## src/rtl/alu_cmd_fifo_if.sv

```systemverilog
// Command bus between issuing logic, the command FIFO and the 8-bit ALU.
// The FIFO uses the slave modport; the producer/ALU side uses the master modport.
interface alu_cmd_fifo_if #(
    parameter int DEPTH  = 4,
    parameter int DATA_W = 8,
    parameter int OP_W   = 3
);
    localparam int CNT_W = $clog2(DEPTH) + 1;

    // Both sides use valid/ready handshakes. A transfer happens in a cycle
    // where valid and ready are both 1 at the rising edge. A source holds its
    // payload stable while valid=1 and ready=0. Ready never depends on valid.
    logic              in_valid_i;
    logic              in_ready_o;
    logic [DATA_W-1:0] in_a_i;
    logic [DATA_W-1:0] in_b_i;
    logic [OP_W-1:0]   in_op_i;
    logic              out_valid_o;
    logic              out_ready_i;
    logic [DATA_W-1:0] a_o;
    logic [DATA_W-1:0] b_o;
    logic [OP_W-1:0]   op_o;
    logic [CNT_W-1:0]  count_o;

    modport slave (
        input  in_valid_i, in_a_i, in_b_i, in_op_i, out_ready_i,
        output in_ready_o, out_valid_o, a_o, b_o, op_o, count_o
    );

    modport master (
        output in_valid_i, in_a_i, in_b_i, in_op_i, out_ready_i,
        input  in_ready_o, out_valid_o, a_o, b_o, op_o, count_o
    );
endinterface

```

## src/rtl/alu_cmd_fifo.sv

```systemverilog
// Command FIFO feeding the 8-bit ALU with {op, a, b} triples in strict order.
// Optional statistics outputs (drop_cnt_o, peak_o) exist when ALU_CMD_FIFO_STATS_EN is defined.
module alu_cmd_fifo #(
    parameter int DEPTH  = 4,
    parameter int DATA_W = 8,
    parameter int OP_W   = 3
) (
    input  logic                     clk_i,
    input  logic                     rst_n_i,
    input  logic                     flush_i,
    alu_cmd_fifo_if.slave            bus
`ifdef ALU_CMD_FIFO_STATS_EN
    ,
    output logic [15:0]              drop_cnt_o,
    output logic [$clog2(DEPTH):0]   peak_o
`endif
);
    localparam int AW = $clog2(DEPTH);
    localparam int CW = AW + 1;
    localparam int EW = OP_W + 2 * DATA_W;

    logic [EW-1:0] r_mem [DEPTH];
    logic [AW-1:0] r_wr_ptr;
    logic [AW-1:0] r_rd_ptr;
    logic [CW-1:0] r_count;
    logic [CW-1:0] w_count_nxt;
    logic          w_full;
    logic          w_empty;
    logic          w_push;
    logic          w_pop;
    logic [EW-1:0] w_head;

    assign w_full          = (r_count == CW'(DEPTH));
    assign w_empty         = (r_count == '0);
    assign bus.in_ready_o  = ~w_full;
    assign bus.out_valid_o = ~w_empty;
    assign bus.count_o     = r_count;
    assign w_push          = bus.in_valid_i & ~w_full;
    assign w_pop           = ~w_empty & bus.out_ready_i;

    always_comb begin
        w_count_nxt = r_count;
        if (flush_i) begin
            w_count_nxt = '0;
        end else if (w_push && !w_pop) begin
            w_count_nxt = r_count + 1'b1;
        end else if (w_pop && !w_push) begin
            w_count_nxt = r_count - 1'b1;
        end
    end

    always_ff @(posedge clk_i or negedge rst_n_i) begin
        if (!rst_n_i) begin
            r_wr_ptr <= '0;
            r_rd_ptr <= '0;
            r_count  <= '0;
        end else begin
            r_count <= w_count_nxt;
            if (flush_i) begin
                r_wr_ptr <= '0;
                r_rd_ptr <= '0;
            end else begin
                if (w_push) r_wr_ptr <= r_wr_ptr + 1'b1;
                if (w_pop)  r_rd_ptr <= r_rd_ptr + 1'b1;
            end
        end
    end

    // Storage carries no reset; the empty-gating below hides stale contents.
    always_ff @(posedge clk_i) begin
        if (w_push && !flush_i) begin
            r_mem[r_wr_ptr] <= {bus.in_op_i, bus.in_a_i, bus.in_b_i};
        end
    end

    assign w_head = w_empty ? '0 : r_mem[r_rd_ptr];
    assign {bus.op_o, bus.a_o, bus.b_o} = w_head;

`ifdef ALU_CMD_FIFO_STATS_EN
    logic [15:0]   r_drop_cnt;
    logic [CW-1:0] r_peak;

    // Peak follows the next count so peak_o never lags count_o.
    always_ff @(posedge clk_i or negedge rst_n_i) begin
        if (!rst_n_i) begin
            r_drop_cnt <= '0;
            r_peak     <= '0;
        end else if (flush_i) begin
            r_drop_cnt <= '0;
            r_peak     <= '0;
        end else begin
            if (bus.in_valid_i && w_full && (r_drop_cnt != 16'hFFFF)) begin
                r_drop_cnt <= r_drop_cnt + 16'd1;
            end
            if (w_count_nxt > r_peak) begin
                r_peak <= w_count_nxt;
            end
        end
    end

    assign drop_cnt_o = r_drop_cnt;
    assign peak_o     = r_peak;
`endif
endmodule

```

## src/flat_wrapper.sv

```systemverilog
// flat-port wrapper written by rule: the top's interface ports become plain ports
module alu_cmd_fifo_flat 
#(
    parameter int DEPTH  = 4,
    parameter int DATA_W = 8,
    parameter int OP_W   = 3
)
  (clk_i, rst_n_i, flush_i, bus_in_valid_i, bus_in_a_i, bus_in_b_i, bus_in_op_i, bus_out_ready_i, bus_in_ready_o, bus_out_valid_o, bus_a_o, bus_b_o, bus_op_o, bus_count_o);
  alu_cmd_fifo_if #(.DEPTH(DEPTH), .DATA_W(DATA_W), .OP_W(OP_W)) bus_i ();
  input  logic clk_i;
  input  logic rst_n_i;
  input  logic flush_i;
  input wire logic [$bits(bus_i.in_valid_i)-1:0] bus_in_valid_i;
  input wire logic [$bits(bus_i.in_a_i)-1:0] bus_in_a_i;
  input wire logic [$bits(bus_i.in_b_i)-1:0] bus_in_b_i;
  input wire logic [$bits(bus_i.in_op_i)-1:0] bus_in_op_i;
  input wire logic [$bits(bus_i.out_ready_i)-1:0] bus_out_ready_i;
  output wire logic [$bits(bus_i.in_ready_o)-1:0] bus_in_ready_o;
  output wire logic [$bits(bus_i.out_valid_o)-1:0] bus_out_valid_o;
  output wire logic [$bits(bus_i.a_o)-1:0] bus_a_o;
  output wire logic [$bits(bus_i.b_o)-1:0] bus_b_o;
  output wire logic [$bits(bus_i.op_o)-1:0] bus_op_o;
  output wire logic [$bits(bus_i.count_o)-1:0] bus_count_o;
  assign bus_i.in_valid_i = bus_in_valid_i;
  assign bus_i.in_a_i = bus_in_a_i;
  assign bus_i.in_b_i = bus_in_b_i;
  assign bus_i.in_op_i = bus_in_op_i;
  assign bus_i.out_ready_i = bus_out_ready_i;
  assign bus_in_ready_o = bus_i.in_ready_o;
  assign bus_out_valid_o = bus_i.out_valid_o;
  assign bus_a_o = bus_i.a_o;
  assign bus_b_o = bus_i.b_o;
  assign bus_op_o = bus_i.op_o;
  assign bus_count_o = bus_i.count_o;
  alu_cmd_fifo #(.DEPTH(DEPTH), .DATA_W(DATA_W), .OP_W(OP_W)) u_core (.clk_i(clk_i), .rst_n_i(rst_n_i), .flush_i(flush_i), .bus(bus_i));
endmodule
```

## config.mk

```make
export PLATFORM = sky130hd
export DESIGN_NAME = alu_cmd_fifo_flat
export DESIGN_NICKNAME = d
export VERILOG_FILES = /design/src/rtl/alu_cmd_fifo_if.sv /design/src/rtl/alu_cmd_fifo.sv /design/src/flat_wrapper.sv
export SDC_FILE = /design/constraint.sdc
export NUM_CORES = 1
export LEC_CHECK = 0
export ABC_CLOCK_PERIOD_IN_PS = 2600
export BUFFER_PORTS_ARGS = -buffer_cell sky130_fd_sc_hd__buf_2
export CAP_MARGIN = 20
export CORE_MARGIN = 4
export CORE_UTILIZATION = 30
export CTS_BUF_LIST = sky130_fd_sc_hd__clkbuf_8
export CTS_CLUSTER_SIZE = 30
export DETAILED_ROUTE_END_ITERATION = 12
export PLACE_DENSITY = 0.54
export SLEW_MARGIN = 40
export SYNTH_ARGS = -nofsm -noshare
export SYNTH_HDL_FRONTEND = slang
export SYNTH_SLANG_ARGS = --single-unit
```

## constraint.sdc

```tcl
create_clock -name clk_i -period 2.6 [get_ports clk_i]
set_clock_uncertainty 0.15 [all_clocks]
set_input_delay 0.13 -clock clk_i [delete_from_list [all_inputs] [get_ports clk_i]]
set_output_delay 0.13 -clock clk_i [all_outputs]
set_load 0.05 [all_outputs]
```

==> flow_summary.ini, run 1 <==
[status]
status = complete, no violations

[logic_synthesis]
synth_cells = 183
synth_warnings = 0
synth-seq-area-share = 0.718
ys_top_cells_by_area = edfxtp_1 (67%), mux4_2 (13%), dfrtp_1 (5.1%), and2_1 (4.2%), ha_1 (1.5%)
synthesis.area_um2 = 3420
synthArstFlopShare = 0.0843
syn_nets = 212
synthFlopType = edfxtp_1
ys_ff_latch = 83
synth-edff-count = 76
synthTopCellsByCount = edfxtp_1 (76), and2_1 (23), mux4_2 (19)
syn_avg_cell_area_um2 = 18.7
synth_cell_types = 33
yosysMostFrequentCell = edfxtp_1
synth_top_area_share = 0.667
netlist.top_cell.by_area = edfxtp_1

[route]
postRouteAntennaNets = 0
dr.pass1.iters = 4
drc = 0
wire_per_inst_um = 15.6
via_count = 1838
vias_per_cell = 4.49
totalWireLength_um = 6380
drtIter0Drc = 82

[critical_path]
worst_setup_path_start_kind = flip-flop
critPathMaxStageDelay_ps = 470
cp_top_family = compound AO/OA/AOI/OAI gates
crit_chain = or3b_4 > nand2_4 > a21oi_1 > fa_1 > a311oi_1 > o21ai_0 > a211oi_1
arrival_ps = 2440
reg2reg_from = u_core.bus.count_o[2]
critPathMaxFanout = 10
crit_required_ps = 2700
r2r-end = u_core.bus.count_o[1]
critical_path_class = reg2reg
rrSetupSlack_ps = 270
cp-end-kind = flip-flop
slowest_stage = dfrtp_2
crit_buf_inv = 0
cp.depth = 7
rr_worst_depth = 7

[pwr]
swShare = 0.372
intPower_mw = 2.47
powerDensity_nw_per_um2 = 913
p_leak_nw = 1.53
p_switching_mw = 1.47
seq_power_share = 0.406
power_frac_clock = 0.232
p_comb_frac = 0.362
ir_drop_v = 0.000530

[cts]
cts_buffer_depth = 2
insertion_delay_ps = 340
numCtsBuffers = 9
tritoncts = built
cts_root_buffer = clkbuf_8
clk_pin_slew_worst_paths_ps = 80
htreeDepth = 3
cts_sinks = 83
cts_setup_buffers = 0

[run]
max_cap_violations = 0

[placed_design]
numPortBuffers = 47
hpwl_um = 4240
gp_congestion = 0.745
placed_cells = 370
dp_worst_setup_slack_ps = 249

[cells_and_area]
area_growth_pct = 26.2
stdcell_count = 409
diodes = 0
drive_gt1_frac = 0.361
nNetsFinal = 293

[global_routing]
use_met2 = 0.180
grt_antenna_before_repair = 0
gr-usage-met1 = 0.122
grt_pass1_vias = 1972
gr-total-overflow = 0
grt_start_max_net_pins = 23
grt_usage = 0.104
grt_util_met3 = 0.0311
grt_busiest_layer = met2
grt_pass1_wl_um = 10300

[floorplanning]
core_area_um2 = 11000
rows = 38
ios = 48
initial_utilization = 0.312
die_y_um = 115
die_x_um = 115
die-area_um2 = 13200

[sta]
min_period_ps = 2330
final-hold-violation-count = 0
rsz0062_at_grt = no
drv_slew = 0
setup_slack_ps = 266
timing.hold.ws_ps = 91.6
finalSetupViolations = 0
period_share = 0.898
finalSetupTns_ps = 0
fmax_mhz = 429
worst_pin_slew_ps = 458
relSlewSlack = 0.695

[min_path]
hold_path_end = u_core.r_rd_ptr[0]
hold_class = in2reg
min_from = bus_out_ready_i
whs_path_depth = 4
[what timing repair did]
action                                 CTS  global route
gates resized for setup                  0             0
hold buffers                            23             0
endpoints found under the hold margin   90             0
[how the worst max path moves through the flow]
| stage | end | slack (ps) | start |
|---|---|---|---|
| global route | u_core.bus.count_o[1] | 140 | u_core.bus.count_o[2] |
| finish | u_core.bus.count_o[1] | 270 | u_core.bus.count_o[2] |
| CTS | u_core.bus.count_o[1] | 240 | u_core.bus.count_o[1] |
| floorplan | u_core.bus.count_o[1] | 20 | u_core.bus.count_o[2] |
| global placement | u_core.bus.count_o[1] | 310 | u_core.bus.count_o[1] |
| detailed placement | u_core.bus.count_o[1] | 250 | u_core.bus.count_o[1] |
[state kept, by name, summed over array words and instances, names as in the netlist]
| name | flops |
|---|---|
| u_core.r_wr_ptr | 2 |
| u_core.r_rd_ptr | 2 |
| u_core.r_mem | 76 |
| u_core.bus.count_o | 3 |
[cell type report]
cell class | instances | area [um2]
Inverter | 5 | 18.8
Sequential cell | 83 | 2460
Fill cell | 982 | 6670
Clock buffer | 9 | 124
Clock inverter | 7 | 75.1
Multi-Input combinational cell | 85 | 886
Tap cell | 140 | 175
Timing Repair Buffer | 80 | 578
[routing by layer]
| layer | vias up | share of wire |
|---|---|---|
| met5 | - | 0 |
| li1 | 872 | - |
| met4 | 0 | 0.016 |
| met2 | 36 | 0.51 |
| met1 | 921 | 0.42 |
| met3 | 9 | 0.045 |
[worst reg2reg max path: stages (launching register included)]
cell,delay (ps)
dfrtp_2,470
or3b_4,430
nand2_4,100
a21oi_1,60
fa_1,450
a311oi_1,240
o21ai_0,110
a211oi_1,240
[metrics by stage]
step                area (um2)  power, mW  utilization
floorplan                 3440       2.75            -
global placement          3890       3.05        0.354
detailed placement        3890       3.06        0.354
CTS                       4320       4.01        0.393
global route              4320       4.16        0.393
finish                    4320       3.94        0.393
[power by group through the flow]
stage	Clock, mW	Combinational (mW)	Sequential (mW)
after floorplan	0	1.09	1.66
after global placement	0	1.43	1.62
after detailed placement	0	1.44	1.63
after CTS	0.946	1.46	1.60
after global routing	1.01	1.54	1.61
final	0.916	1.43	1.60
[layout by cell type (no fill, tap or decap), drive strengths merged, types with 5 or more instances in the layout]
master        n
nor2          5
and2         23
edfxtp       76
buf          57
dfrtp         7
mux4         19
clkbuf        9
inv           7
nand2         6
dlygate4sd3  23
[cells by family after synthesis]
group | share of synthesized area
buffers and inverters | 0.0245
XOR/XNOR | 0.0102
multiplexers | 0.128
AND/OR/NAND/NOR | 0.0731
adder cells (fa/ha/maj) | 0.0205
flip-flops | 0.718
AO/OA/AOI/OAI | 0.0256
Note: power is estimated with default switching activity, not from simulation.
==> run 2, diff against run 1 <==
- ABC_CLOCK_PERIOD_IN_PS: 2600 -> 2900
- PLACE_DENSITY: 0.54 -> 0.52
- SLEW_MARGIN: 40 -> unset
- clock period: 2.6 -> 2.9 ns (I/O delays scaled with it)
==> run 2 against run 1 <==
Net effect: critical path depth did not move; count of clock-buffer cells in the layout did not move; final cell count did not move; wire length rose by 0.30%; clock power fell by 25%; via count barely moved; global-route usage barely moved; maximum frequency fell by 1.8%; design area fell by 1.7%; total power fell by 14%; sequential power fell by 11%; first-iteration DRC count rose by 17%.
==> flow_summary.ini, run 2 (synthesis gave the netlist of run 1 again) <==
[status]
status = complete, no violations

[cts]
numCtsBuffers = 9
cts_root_buffer = clkbuf_8
cts_sinks = 83
cts_setup_buffers = 0
cts_resized = 0
tritoncts = built
cts_buffer_depth = 2
htreeDepth = 3
insertion_delay_ps = 350
clk_pin_slew_worst_paths_ps = 80
cts_hold_buf = 23

[placed_design]
gp_congestion = 0.770
numPortBuffers = 47
dpl-instance-area_um2 = 3850
hpwl_um = 4250

[pwr]
p_switching_mw = 1.29
p_leak_nw = 1.52
swShare = 0.380
ir_drop_v = 0.000412
seq_power_share = 0.422
total_power_mw = 3.39
intPower_mw = 2.10
p_comb_frac = 0.374
power_frac_clock = 0.204
powerDensity_nw_per_um2 = 798

[global_routing]
gr-total-overflow = 0
grt_start_max_net_pins = 23
grt_util_met3 = 0.0237
grt_busiest_layer = met2
grt_pass1_wl_um = 9950
grt_pass1_vias = 1859
gr-usage-met1 = 0.123
grt_antenna_before_repair = 0
grt_usage = 0.104
use_met2 = 0.174

[min_path]
hold_class = in2reg

[floorplanning]
initial_utilization = 0.312
die_y_um = 115
rows = 38
die_x_um = 115
die-area_um2 = 13200
core_area_um2 = 11000
ios = 48

[cells_and_area]
diodes = 0
final_common_cell = edfxtp_1
drive_gt1_frac = 0.342
nNetsFinal = 293
finalInstanceArea_um2 = 4250
mostFrequentLayoutCells = edfxtp_1 (76), buf_2 (47), and2_1 (23), dlygate4sd3_1 (23), mux4_2 (19)
final_util = 0.387
largest_register = u_core.r_mem
largest_reg_flops = 76
area_growth_pct = 24.1

[critical_path]
cp-end-kind = flip-flop
critical_path_class = reg2reg
worst_setup_path_start_kind = flip-flop
critPathMaxStageDelay_ps = 500
crit_chain = or3b_4 > nand2_4 > a21oi_1 > fa_1 > a311oi_1 > o21ai_0 > a211oi_1
cp_top_family = compound AO/OA/AOI/OAI gates
crit_buf_inv = 0
slowest_stage = dfrtp_1
arrival_ps = 2490
crit_required_ps = 3020
critPathMaxFanout = 10

[route]
vias_per_cell = 4.49
postRouteAntennaNets = 0
totalWireLength_um = 6400
drtIter0Drc = 96
drc = 0
wire_per_inst_um = 15.6
dr.pass1.iters = 4
via_count = 1837

[sta]
worst_pin_slew_ps = 407
rsz0062_at_grt = no
finalSetupViolations = 0
drv_slew = 0
period_share = 0.820
fmax_mhz = 421
final-hold-violation-count = 0
timing.hold.ws_ps = 97.9
relSlewSlack = 0.729
min_period_ps = 2380
finalSetupTns_ps = 0

[run]
max_cap_violations = 0
==> run 2: changes by cell type in the layout (fill, tap and decap cells not counted), moves of 2 or more <==
cell	delta
buf_12	-2
buf_4	+2
clkinv_2	+4
clkinvlp_4	-2
dfrtp_1	+3
inv_6	-2
dfrtp_2	-3
==> run 2: tightest hold or removal path, delay by kind of cell <==
kind | cells | cell delay (ps)
xor gates and xnor gates | 1 | 60
buffers and inverters | 1 | 170
and+or+nand+nor | 2 | 180
==> run 2: cell type report <==
class                   count  area (um2)
clock buffers               9         124
clock inverters             7        36.3
fillers                  1041        6740
inverters                   5        18.8
multi-input cells          85         881
flip-flops and latches     83        2460
well taps                 140         175
repair buffers             80         553
==> run 2: worst paths after layout <==
kind	startpoint	to	slack, ps	depth (start not counted)
setup / recovery	u_core.bus.count_o[2]	u_core.bus.count_o[1]	520	7
hold / removal	bus_out_ready_i	u_core.r_rd_ptr[1]	100	4
setup reg to reg	u_core.bus.count_o[2]	u_core.bus.count_o[1]	520	7
hold reg to reg	u_core.r_wr_ptr[1]	u_core.r_wr_ptr[1]	440	2
max in group asynchronous	rst_n_i	u_core.r_rd_ptr[1]	1730	3
min in group asynchronous	rst_n_i	u_core.bus.count_o[2]	610	3
==> run 2: per-layer routing <==
layer | share of wire | vias to the layer above | routed length (um)
met4 | 0.023 | 0 | 145
met3 | 0.040 | 11 | 254
li1 | - | 871 | -
met1 | 0.42 | 914 | 2690
met5 | 0 | - | 0
met2 | 0.52 | 41 | 3310
==> run 2: power by group through the flow <==
stage	registers, mW	clock network [mW]	logic [mW]
floorplan	1.48	0	0.953
global placement	1.45	0	1.27
detailed placement	1.46	0	1.27
CTS	1.43	0.720	1.30
global route	1.44	0.774	1.36
finish	1.43	0.691	1.27
==> run 2: stage by stage <==
step           setup slack (ps)  std cells
6_report                    523        409
5_1_grt                     280        409
4_1_cts                     504        409
3_5_place_dp                498        370
3_3_place_gp                547        370
2_1_floorplan              88.0        183
==> run 3, diff against run 2 <==
- ABC_CLOCK_PERIOD_IN_PS: 2900 -> 1950
- PLACE_DENSITY: 0.52 -> 0.54
- clock period: 2.9 -> 1.95 ns (I/O delays scaled with it)
==> run 3 against run 2 <==
Net effect: the flow now finishes with violations (negative setup slack); wire length is 3.7% higher; total power increased by 69%; global-route usage up 0.64 points; largest cell class unchanged; highest routed layer unchanged.
==> flow_summary.ini, run 3 (synthesis gave the netlist of run 1 again) <==
[status]
status = finished, violations left
violations = negative setup slack

[pwr]
swShare = 0.354
seq_power_share = 0.367
p_comb_frac = 0.430
p_leak_nw = 1.68
ir_drop_v = 0.000650
powerDensity_nw_per_um2 = 1230
intPower_mw = 3.70
p_switching_mw = 2.03
power_frac_clock = 0.203
total_power_mw = 5.72

[cts]
tritoncts = built
insertion_delay_ps = 350
clk_pin_slew_worst_paths_ps = 70
cts_buffer_depth = 2
cts_sinks = 83
cts_root_buffer = clkbuf_8
numCtsBuffers = 9
htreeDepth = 3

[global_routing]
grt_start_max_net_pins = 23
grt_antenna_before_repair = 0
grt_usage = 0.110
gr-total-overflow = 0
grt_pass1_wl_um = 10700
grt_pass1_vias = 2068

[cells_and_area]
multi_input_area_um2 = 963
finalInstanceArea_um2 = 4640
largest_reg_flops = 76
stdcell_count = 425
drive_gt1_frac = 0.484
area_growth_pct = 35.5
n_fill_cell = 974
final_common_cell = edfxtp_1
diodes = 0
nNetsFinal = 310
mostFrequentLayoutCells = edfxtp_1 (76), buf_2 (29), buf_4 (24)
final_util = 0.422
largest_register = u_core.r_mem
seqCellArea_um2 = 2460

[sta]
setup_slack_ps = -297
relSlewSlack = 0.770
finalSetupViolations = 21
timing.hold.ws_ps = 65.6
finalSetupTns_ps = -2260
min_period_ps = 2250
rsz0062_at_grt = yes
drv_slew = 0
period_share = 1.15
final-hold-violation-count = 0
fmax_mhz = 445
worst_pin_slew_ps = 344

[route]
totalWireLength_um = 6640
dr.pass1.iters = 4
vias_per_cell = 4.44
drc = 0
postRouteAntennaNets = 0
wire_per_inst_um = 15.6
drtIter0Drc = 42
via_count = 1888

[critical_path]
rr_worst_depth = 6
crit_chain = or3_4 > a21oi_4 > fa_2 > a311oi_2 > o21ai_1 > a211oi_1
worst_setup_path_start_kind = flip-flop
cp-end-kind = flip-flop
crit_required_ps = 2050
critPathMaxStageDelay_ps = 460
arrival_ps = 2340
slowest_stage = fa_2
critPathMaxFanout = 3
critical_path_class = reg2reg

[placed_design]
gp_congestion = 0.716
hpwl_um = 4250
numPortBuffers = 47
dp_worst_setup_slack_ps = -212
dpl-instance-area_um2 = 3960
placed_cells = 377

[run]
max_cap_violations = 0

[floorplanning]
rows = 38
die-area_um2 = 13200
die_x_um = 115
initial_utilization = 0.312
ios = 48
die_y_um = 115
core_area_um2 = 11000

[min_path]
whs_path_depth = 4
hold_class = in2reg
run 3: cell types whose count changed in the layout (fill, tap and decap cells not counted), moves of 3 or more:
cell / previous run / this run
and2_1: 23 / 3
and2_4: 0 / 20
buf_2: 47 / 29
buf_6: 0 / 17
buf_4: 9 / 24
buf_12: 1 / 5
clkinv_2: 4 / 1
dfrtp_1: 7 / 4
dfrtp_2: 0 / 3
run 3: timing repair:
item	in CTS	in global routing
buffers inserted	8	3
hold endpoints to repair	90	0
resized for setup	48	9
hold buffers	22	0
setup endpoints to repair	48	22
pin swaps	2	1
cloned	0	0
run 3: final cells by class:
type,instances,share of cell area
Sequential cell,83,0.531
Timing Repair Buffer,97,0.180
Inverter,5,0.00405
Multi-Input combinational cell,85,0.208
Clock buffer,9,0.0267
Clock inverter,6,0.0127
Tap cell,140,0.0378
run 3: path summary, 6_finish.rpt:
kind                       slack (ps)             startpoint                    end
setup / recovery                 -300  u_core.bus.count_o[1]  u_core.bus.count_o[1]
hold / removal                     70         bus_in_valid_i     u_core.r_wr_ptr[1]
setup reg to reg                 -300  u_core.bus.count_o[1]  u_core.bus.count_o[1]
hold reg to reg                   440     u_core.r_wr_ptr[1]     u_core.r_wr_ptr[1]
max in group asynchronous         820                rst_n_i  u_core.bus.count_o[1]
min in group asynchronous         560                rst_n_i     u_core.r_wr_ptr[1]
run 3: per-layer routing:
metal / up-vias / global-route usage / routed length [um]
met5: - / 0 / 0
met3: 12 / 0.0247 / 270
met4: 0 / 0.0610 / 152
met2: 37 / 0.200 / 3740
li1: 902 / - / -
met1: 937 / 0.118 / 2480
run 3: power by group through the flow:
stage	combinational, mW	clock [mW]	sequential, mW
4_1_cts	2.41	1.21	2.10
5_1_grt	2.62	1.29	2.11
2_1_floorplan	1.50	0	2.21
6_report	2.46	1.16	2.10
3_3_place_gp	2.01	0	2.14
3_5_place_dp	2.03	0	2.14
run 3: critical path, delay by kind of cell, from the launching register on:
family	cells	cell delay (ps)
simple gates	1	410
flops	1	420
fa+ha+maj	1	460
compound gates	4	710
